--- src/rtl/npc_btb_gen_pkg.sv ---
// Shared types and helpers for the next-PC / BTB unit.
// Holds the 2-bit counter encoding and its saturating update function.
package npc_pkg;

  typedef enum logic [1:0] {
    SNT = 2'b00,
    WNT = 2'b01,
    WT  = 2'b10,
    ST  = 2'b11
  } ctr_e;

  localparam ctr_e CTR_RESET = WNT;

  function automatic ctr_e ctr_next(input ctr_e ctr, input logic taken);
    ctr_e r;
    r = ctr;
    case (ctr)
      SNT: r = taken ? WNT : SNT;
      WNT: r = taken ? WT  : SNT;
      WT:  r = taken ? ST  : WNT;
      ST:  r = taken ? ST  : WT;
      default: r = CTR_RESET;
    endcase
    return r;
  endfunction

endpackage

--- src/rtl/npc_btb_gen_if.sv ---
// Pipeline-facing bundle of the next-PC unit: IF outputs, ID/EX control-flow
// inputs, redirect outputs and performance counters.
interface npc_btb_gen_if #(parameter int XLEN = 32);
  logic            stall_f;
  logic [XLEN-1:0] pc_f;
  logic [XLEN-1:0] npc;
  logic            pred_taken_f;
  logic            jal_d;
  logic [XLEN-1:0] jal_target;
  logic            br_valid_e;
  logic            branch_e;
  logic            pred_taken_e;
  logic [XLEN-1:0] pc_e;
  logic [XLEN-1:0] branch_target;
  logic            jalr_e;
  logic [XLEN-1:0] jalr_target;
  logic            mispredict_e;
  logic            redirect_e;
  logic [31:0]     branch_cnt;
  logic [31:0]     mispred_cnt;

  modport master (
    output stall_f, jal_d, jal_target, br_valid_e, branch_e, pred_taken_e,
           pc_e, branch_target, jalr_e, jalr_target,
    input  pc_f, npc, pred_taken_f, mispredict_e, redirect_e,
           branch_cnt, mispred_cnt
  );

  modport slave (
    input  stall_f, jal_d, jal_target, br_valid_e, branch_e, pred_taken_e,
           pc_e, branch_target, jalr_e, jalr_target,
    output pc_f, npc, pred_taken_f, mispredict_e, redirect_e,
           branch_cnt, mispred_cnt
  );
endinterface

--- src/rtl/npc_btb_gen_btb_table.sv ---
// Direct-mapped BTB: async lookup on the fetch PC, one update port driven by
// the EX-stage branch resolution (hit -> counter/target update, taken miss -> allocate).
module btb_table
  import npc_pkg::*;
#(
  parameter int XLEN    = 32,
  parameter int ENTRIES = 16,
  parameter int IDX     = $clog2(ENTRIES)
) (
  input  logic            clk,
  input  logic            rst_n,
  input  logic [XLEN-1:0] rd_pc_i,
  output logic            rd_hit_o,
  output logic            rd_taken_o,
  output logic [XLEN-1:0] rd_target_o,
  input  logic            wr_en_i,
  input  logic [XLEN-1:0] wr_pc_i,
  input  logic            wr_taken_i,
  input  logic [XLEN-1:0] wr_target_i
);
  localparam int TAGW = XLEN - IDX - 2;

  logic [ENTRIES-1:0] valid_q;
  ctr_e               ctr_q    [ENTRIES];
  logic [TAGW-1:0]    tag_q    [ENTRIES];
  logic [XLEN-1:0]    target_q [ENTRIES];

  logic [IDX-1:0]  rd_idx, wr_idx;
  logic [TAGW-1:0] rd_tag, wr_tag;
  logic            wr_hit;

  assign rd_idx = rd_pc_i[IDX+1:2];
  assign rd_tag = rd_pc_i[XLEN-1:IDX+2];
  assign wr_idx = wr_pc_i[IDX+1:2];
  assign wr_tag = wr_pc_i[XLEN-1:IDX+2];

  // Reads see pre-update contents; there is no write-to-read bypass.
  assign rd_hit_o    = valid_q[rd_idx] && (tag_q[rd_idx] == rd_tag);
  assign rd_taken_o  = ctr_q[rd_idx][1];
  assign rd_target_o = target_q[rd_idx];
  assign wr_hit      = valid_q[wr_idx] && (tag_q[wr_idx] == wr_tag);

  always_ff @(posedge clk or negedge rst_n) begin
    if (!rst_n) begin
      valid_q <= '0;
      for (int i = 0; i < ENTRIES; i++) ctr_q[i] <= CTR_RESET;
    end else if (wr_en_i) begin
      if (wr_hit) begin
        ctr_q[wr_idx] <= ctr_next(ctr_q[wr_idx], wr_taken_i);
      end else if (wr_taken_i) begin
        valid_q[wr_idx] <= 1'b1;
        ctr_q[wr_idx]   <= WT;
      end
    end
  end

  // Tag/target need no reset: they are qualified by valid_q.
  always_ff @(posedge clk) begin
    if (wr_en_i && wr_taken_i) begin
      tag_q[wr_idx]    <= wr_tag;
      target_q[wr_idx] <= wr_target_i;
    end
  end

endmodule

--- src/rtl/npc_btb_gen.sv ---
// IF-stage PC register with BTB-based prediction, EX-stage resolution and
// redirect priority, plus branch/mispredict performance counters.
module npc_btb_gen
  import npc_pkg::*;
#(
  parameter int              XLEN        = 32,
  parameter int              BTB_ENTRIES = 16,
  parameter logic [XLEN-1:0] RESET_PC    = '0
) (
  input  logic        clk,
  input  logic        rst_n,
  npc_btb_gen_if.slave bus
);
  localparam int IDX = $clog2(BTB_ENTRIES);

  logic [XLEN-1:0] pc_q, pc_d, npc;
  logic [31:0]     br_cnt_q, mp_cnt_q;
  logic            hit, hit_taken, pred_taken_f;
  logic [XLEN-1:0] hit_target;
  logic            mispredict, redirect;

  btb_table #(.XLEN(XLEN), .ENTRIES(BTB_ENTRIES), .IDX(IDX)) u_btb (
    .clk         (clk),
    .rst_n       (rst_n),
    .rd_pc_i     (pc_q),
    .rd_hit_o    (hit),
    .rd_taken_o  (hit_taken),
    .rd_target_o (hit_target),
    .wr_en_i     (bus.br_valid_e),
    .wr_pc_i     (bus.pc_e),
    .wr_taken_i  (bus.branch_e),
    .wr_target_i (bus.branch_target)
  );

  assign pred_taken_f = hit & hit_taken;
  assign mispredict   = bus.br_valid_e & (bus.branch_e != bus.pred_taken_e);
  assign redirect     = mispredict | bus.jalr_e;

  // Older instructions win: EX corrections, then ID jumps, then IF prediction.
  always_comb begin
    npc = pc_q + XLEN'(4);
    if (mispredict && bus.branch_e)  npc = bus.branch_target;
    else if (mispredict)             npc = bus.pc_e + XLEN'(4);
    else if (bus.jalr_e)             npc = bus.jalr_target;
    else if (bus.jal_d)              npc = bus.jal_target;
    else if (pred_taken_f)           npc = hit_target;
  end

  // An EX redirect must land even while the front end is stalled.
  always_comb begin
    pc_d = npc;
    if (!redirect && bus.stall_f) pc_d = pc_q;
  end

  always_ff @(posedge clk or negedge rst_n) begin
    if (!rst_n) begin
      pc_q     <= RESET_PC;
      br_cnt_q <= '0;
      mp_cnt_q <= '0;
    end else begin
      pc_q     <= pc_d;
      br_cnt_q <= br_cnt_q + {31'd0, bus.br_valid_e};
      mp_cnt_q <= mp_cnt_q + {31'd0, mispredict};
    end
  end

  assign bus.pc_f         = pc_q;
  assign bus.npc          = npc;
  assign bus.pred_taken_f = pred_taken_f;
  assign bus.mispredict_e = mispredict;
  assign bus.redirect_e   = redirect;
  assign bus.branch_cnt   = br_cnt_q;
  assign bus.mispred_cnt  = mp_cnt_q;

endmodule

--- src/flat_wrapper.sv ---
// flat-port wrapper written by rule: the top's interface ports become plain ports
module npc_btb_gen_flat import npc_pkg::*;
#(
  parameter int              XLEN        = 32,
  parameter int              BTB_ENTRIES = 16,
  parameter logic [XLEN-1:0] RESET_PC    = '0
)
  (clk, rst_n, bus_stall_f, bus_jal_d, bus_jal_target, bus_br_valid_e, bus_branch_e, bus_pred_taken_e, bus_pc_e, bus_branch_target, bus_jalr_e, bus_jalr_target, bus_pc_f, bus_npc, bus_pred_taken_f, bus_mispredict_e, bus_redirect_e, bus_branch_cnt, bus_mispred_cnt);
  npc_btb_gen_if #(.XLEN(XLEN)) bus_i ();
  input  logic clk;
  input  logic rst_n;
  input wire logic [$bits(bus_i.stall_f)-1:0] bus_stall_f;
  input wire logic [$bits(bus_i.jal_d)-1:0] bus_jal_d;
  input wire logic [$bits(bus_i.jal_target)-1:0] bus_jal_target;
  input wire logic [$bits(bus_i.br_valid_e)-1:0] bus_br_valid_e;
  input wire logic [$bits(bus_i.branch_e)-1:0] bus_branch_e;
  input wire logic [$bits(bus_i.pred_taken_e)-1:0] bus_pred_taken_e;
  input wire logic [$bits(bus_i.pc_e)-1:0] bus_pc_e;
  input wire logic [$bits(bus_i.branch_target)-1:0] bus_branch_target;
  input wire logic [$bits(bus_i.jalr_e)-1:0] bus_jalr_e;
  input wire logic [$bits(bus_i.jalr_target)-1:0] bus_jalr_target;
  output wire logic [$bits(bus_i.pc_f)-1:0] bus_pc_f;
  output wire logic [$bits(bus_i.npc)-1:0] bus_npc;
  output wire logic [$bits(bus_i.pred_taken_f)-1:0] bus_pred_taken_f;
  output wire logic [$bits(bus_i.mispredict_e)-1:0] bus_mispredict_e;
  output wire logic [$bits(bus_i.redirect_e)-1:0] bus_redirect_e;
  output wire logic [$bits(bus_i.branch_cnt)-1:0] bus_branch_cnt;
  output wire logic [$bits(bus_i.mispred_cnt)-1:0] bus_mispred_cnt;
  assign bus_i.stall_f = bus_stall_f;
  assign bus_i.jal_d = bus_jal_d;
  assign bus_i.jal_target = bus_jal_target;
  assign bus_i.br_valid_e = bus_br_valid_e;
  assign bus_i.branch_e = bus_branch_e;
  assign bus_i.pred_taken_e = bus_pred_taken_e;
  assign bus_i.pc_e = bus_pc_e;
  assign bus_i.branch_target = bus_branch_target;
  assign bus_i.jalr_e = bus_jalr_e;
  assign bus_i.jalr_target = bus_jalr_target;
  assign bus_pc_f = bus_i.pc_f;
  assign bus_npc = bus_i.npc;
  assign bus_pred_taken_f = bus_i.pred_taken_f;
  assign bus_mispredict_e = bus_i.mispredict_e;
  assign bus_redirect_e = bus_i.redirect_e;
  assign bus_branch_cnt = bus_i.branch_cnt;
  assign bus_mispred_cnt = bus_i.mispred_cnt;
  npc_btb_gen #(.XLEN(XLEN), .BTB_ENTRIES(BTB_ENTRIES), .RESET_PC(RESET_PC)) u_core (.clk(clk), .rst_n(rst_n), .bus(bus_i));
endmodule
--- config.mk ---
export PLATFORM = sky130hd
export DESIGN_NAME = npc_btb_gen_flat
export DESIGN_NICKNAME = d
export VERILOG_FILES = /design/src/rtl/npc_btb_gen_pkg.sv /design/src/rtl/npc_btb_gen_if.sv /design/src/rtl/npc_btb_gen_btb_table.sv /design/src/rtl/npc_btb_gen.sv /design/src/flat_wrapper.sv
export SDC_FILE = /design/constraint.sdc
export NUM_CORES = 2
export LEC_CHECK = 0
export CAP_MARGIN = 15
export CORE_ASPECT_RATIO = 1.75
export CORE_UTILIZATION = 48
export DETAILED_ROUTE_END_ITERATION = 12
export MAX_ROUTING_LAYER = met4
export PLACE_DENSITY = 0.63
export SLEW_MARGIN = 15
export SYNTH_ARGS = -nofsm -noshare
export SYNTH_HDL_FRONTEND = slang
export SYNTH_SLANG_ARGS = --single-unit
--- constraint.sdc ---
create_clock -name clk -period 6.54 [get_ports clk]
set_input_delay 1.635 -clock clk [delete_from_list [all_inputs] [get_ports clk]]
set_output_delay 1.635 -clock clk [all_outputs]
set_load 0.02 [all_outputs]
==> flow_metrics.py <==
metrics = {
    "floorplanning": {
        "pin_count": 267,
        "die_h_microns": 422.4,
        "die-area_sq_mm": 0.1023,
        "start_util_pct": 48.61,
        "row_count": 153,
        "coreArea_sq_mm": 0.09974,
        "dieWidth_microns": 242.2,
    },
    "power": {
        "combPwrFrac_pct": 20.6,
        "power_density_mw_per_mm2": 299.4,
        "pwr-share-seq_pct": 44.7,
        "ir_worst_vdd_uv": 251.6,
        "power_switching_mw": 4.890,
        "power.switching_fraction_pct": 27.79,
        "p_clk_share_pct": 34.7,
        "finalPower_mw": 17.60,
        "power.internal_mw": 12.71,
        "power.leakage_nw": 19.98,
    },
    "detailed_routing": {
        "drc_errors": 0,
        "drt_iter0_markers": 3630,
        "wl_per_cell_microns": 34.63,
        "ant_nets": 0,
        "routed_wl_mm": 162.8,
        "vias": 31070,
        "vias_per_cell": 6.610,
        "dr.pass1.iters": 6,
    },
    "cts": {
        "cts.path.max_buffers": 3,
        "clk_latency_ns": 0.74,
        "htree_levels": 3,
        "cts_tree": "done",
        "cts_made_buffers": 98,
        "clk_pin_slew_ns": 0.06,
        "cts.sink_count": 1072,
        "cts_root_buf": "clkbuf_16",
    },
    "worst_setup_path": {
        "critPathMaxStageDelay_ns": 0.58,
        "criticalPathCategory": "flop to output port",
        "startpoint_type": "flop",
        "cp.buffers_inverters": 9,
        "worstPathCellList": "buf_6 -> buf_16 -> buf_4 -> mux2i_1 -> a22o_1 -> a211oi_2 -> buf_4 -> nand4b_1 -> o21a_2 -> buf_4 -> nand4b_1 -> buf_4 -> buf_4 -> o31ai_2 -> buf_4 -> o211a_1 -> a211oi_2 -> nor2_1 -> buf_2",
        "crit_path_end_kind": "output port",
        "cpMaxStageDelayCell": "dfrtp_4",
        "crit_path_start": "u_core.bus.pc_f[2]",
        "reg2reg_depth": 17,
        "critPathRequiredTime_ns": 4.91,
        "critPathCapture": "bus_npc[14]",
        "path_max_fanout": 14,
        "rr_startpoint": "u_core.bus.pc_f[2]",
        "rrSetupSlack_ns": 2.14,
        "cp.arrival_ns": 4.87,
        "timing.rr.end": "u_core.bus.pc_f[7]",
        "path_depth": 19,
        "cp_top_family": "buffers and inverters",
        "crit_path_frequent_cell": "buf_4",
    },
    "grt": {
        "grt_pass1_vias": 31850,
        "grt_max_degree": 101,
        "gr-total-overflow": 0,
        "grt_pass1_wl_mm": 230.2,
        "grt_usage_pct": 32.94,
        "antenna_found_initial": 3,
    },
    "final_layout": {
        "n_fill_cell": 7487,
        "layout.cells.non_filler": 4701,
        "layout.nets": 3443,
        "area_growth_pct": 21.22,
        "drive_gt1_share_pct": 29.67,
    },
    "run": {
        "cap_violations": 0,
    },
    "timing": {
        "fin_hold_ws_ns": 0.4772,
        "max_freq_mhz": 153.8,
        "setup_viol": 0,
        "post-route-min-period_ns": 6.503,
        "worst_pin_slew_ns": 1.234,
        "timing.final.hold_violations": 0,
        "slew_headroom_pct": 17.51,
        "period_share_pct": 99.43,
        "skew_ns": 0.04623,
        "finalMaxSlewViolations": 0,
        "rsz0062_at_grt": "yes",
    },
    "worst_hold_path": {
        "worstHoldPathType": "flop to flop",
    },
    "yosys": {
        "synth_area_sq_mm": 0.04848,
        "async_reset_ff_share_pct": 13.43,
        "ys_ff_latch": 1072,
        "synth.net_count": 2950,
        "synth_top_flop_cell": "edfxtp_1",
        "synth_cell_types": 77,
        "ys_warn_count": 0,
        "syn_inst": 2805,
        "synth.avg_cell_area_sq_um": 17.28,
        "synth_edf_count": 928,
        "ys_seq_area_share_pct": 64.95,
    },
    "place": {
        "dpl.cell_count": 4480,
        "place.gp.congestion": 0.9621,
        "place.port_buffers": 266,
        "dpl.hpwl_mm": 104.6,
    },
    "run_status": {
        "status": "completed",
    },
}
==> cells in the mapped netlist (all sizes together) (13+ instances only) <==
cell	instances	area share (%)
nor4	13	0.18
a21oi	43	0.44
nor3	37	0.39
mux4	365	17
nor2	130	1.0
and2	17	0.22
o21bai	13	0.20
nand4	28	0.36
dfstp	16	0.87
inv	19	0.15
o211ai	15	0.23
xnor2	102	1.8
buf	73	0.83
o21ai	80	0.83
dfrtp	128	6.6
nand2	98	0.76
nand3	83	0.86
o22a	20	0.36
o22ai	36	0.46
edfxtp	928	57
mux2i	105	2.2
a31oi	30	0.39
a22oi	27	0.42
mux2	27	0.63
clkbuf	104	0.81
and3	28	0.36
xor2	55	0.99
==> metal layers <==
| metal | vias to the layer above | track usage [%] | part of all wire [%] |
|---|---|---|---|
| met5 | - | - | 0 |
| met4 | 0 | 19.60 | 7.1 |
| met3 | 452 | 6.645 | 8.8 |
| met2 | 1939 | 53.23 | 50 |
| met1 | 16200 | 38.11 | 35 |
| li1 | 12480 | - | - |
==> how the worst min path moves through the flow <==
stage                                     startpoint                    endpoint  slack [ns]  cells past startpoint
after floorplan             u_core.u_btb.valid_q[15]    u_core.u_btb.valid_q[15]        0.44                      1
after global placement     u_core.bus.branch_cnt[31]   u_core.bus.branch_cnt[31]        0.46                      1
after detailed placement   u_core.bus.branch_cnt[31]   u_core.bus.branch_cnt[31]        0.47                      1
after CTS                  u_core.bus.branch_cnt[31]   u_core.bus.branch_cnt[31]        0.48                      1
after global routing      u_core.bus.mispred_cnt[31]  u_core.bus.mispred_cnt[31]        0.50                      1
final                      u_core.bus.branch_cnt[31]   u_core.bus.branch_cnt[31]        0.48                      1
==> power by group through the flow <==
stage | registers, mW | clock network, mW | logic, mW
after floorplan | 7.96 | 0 | 1.87
after global placement | 8.00 | 0 | 3.37
after detailed placement | 8.01 | 0 | 3.41
after CTS | 7.86 | 6.18 | 3.52
after global routing | 7.88 | 6.42 | 3.75
final | 7.87 | 6.11 | 3.62
==> timing repair <==
item                       in CTS  in global routing
gates resized for setup       123                 81
pin swaps                      10                 14
gates cloned                    1                  2
hold buffers                    0                  0
buffers inserted               14                 18
setup endpoints to repair      33                 32
==> worst register-to-register path: stages, from the launching register on <==
cell and delay [ns]:
dfrtp_4 0.56, buf_8 0.20, buf_4 0.19, mux4_2 0.55
mux2i_4 0.20, o32ai_1 0.16, a221oi_2 0.30, and4b_1 0.27
nand3_1 0.10, buf_4 0.16, nor4_4 0.31, buf_12 0.18
buf_8 0.15, buf_4 0.15, mux2i_1 0.21, a21oi_2 0.13
buf_4 0.17, mux2_2 0.30
==> final cells by class <==
type	instances	area [sq um]	share of cell area, %
diodes	3	7.507	0.01277
clock buffers	122	2675	4.552
clock inverters	61	750.7	1.277
inverters	23	91.34	0.1554
multi-input cells	1533	16620	28.29
flip-flops and latches	1072	31510	53.61
well taps	1317	1648	2.804
repair buffers	570	5466	9.302
==> logic make-up (layout without fill, tap and decap cells) <==
logic type	Yosys count	in the layout	synth area share (%)
adder cells (fa/ha/maj)	10	10	0.2529
buffers and inverters	200	776	1.809
other	0	3	0
AO/OA/AOI/OAI	375	375	5.319
AND/OR/NAND/NOR	494	494	5.074
XOR/XNOR	157	157	2.836
flip-flops	1072	1072	64.95
multiplexers	497	497	19.76
==> per-stage QoR <==
step / cell area, sq um / setup slack [ns] / util (%) / setup TNS [ns]
2_1_floorplan: 48480 / 0.4088 / - / 0
3_3_place_gp: 54630 / -0.5082 / 54.77 / -1.450
3_5_place_dp: 54650 / -0.3946 / 54.79 / -1.117
4_1_cts: 58450 / -0.1199 / 58.60 / -0.6299
5_1_grt: 58770 / -0.05178 / 58.92 / -0.1479
6_report: 58770 / 0.03711 / 58.92 / 0
==> layout by cell type, fill, tap and decap left out, types with 11 or more instances in the layout <==
master and n:
o211ai_1 15, edfxtp_1 928, and2_1 17, buf_4 256, a22o_1 12, a31oi_1 26
and3_1 28, o21bai_1 13, clkbuf_16 103, a21oi_1 39, mux4_2 365, mux2_2 26
xnor2_1 100, clkbuf_1 12, nand2b_1 11, a22oi_1 26, dfrtp_1 124, buf_2 14
xor2_1 55, buf_12 41, nand4_1 28, nor3_1 33, bufinv_16 13, o22a_1 20
o21ai_0 74, clkdlybuf4s50_1 228, dfstp_2 16, inv_1 19, clkinv_2 18, clkinv_1 20
nand2_1 95, nor2_4 16, nor2_1 111, nand3_1 82, clkbuf_2 12, mux2i_1 97
o22ai_1 34
==> registers in the layout (all words and copies together) (netlist names) <==
| register | count |
|---|---|
| u_core.u_btb.ctr_q | 32 |
| u_core.u_btb.target_q | 512 |
| u_core.u_btb.valid_q | 16 |
| u_core.u_btb.tag_q | 416 |
| u_core.bus.mispred_cnt | 32 |
| u_core.bus.pc_f | 32 |
| u_core.bus.branch_cnt | 32 |
Note: power is estimated with default switching activity, not from simulation.
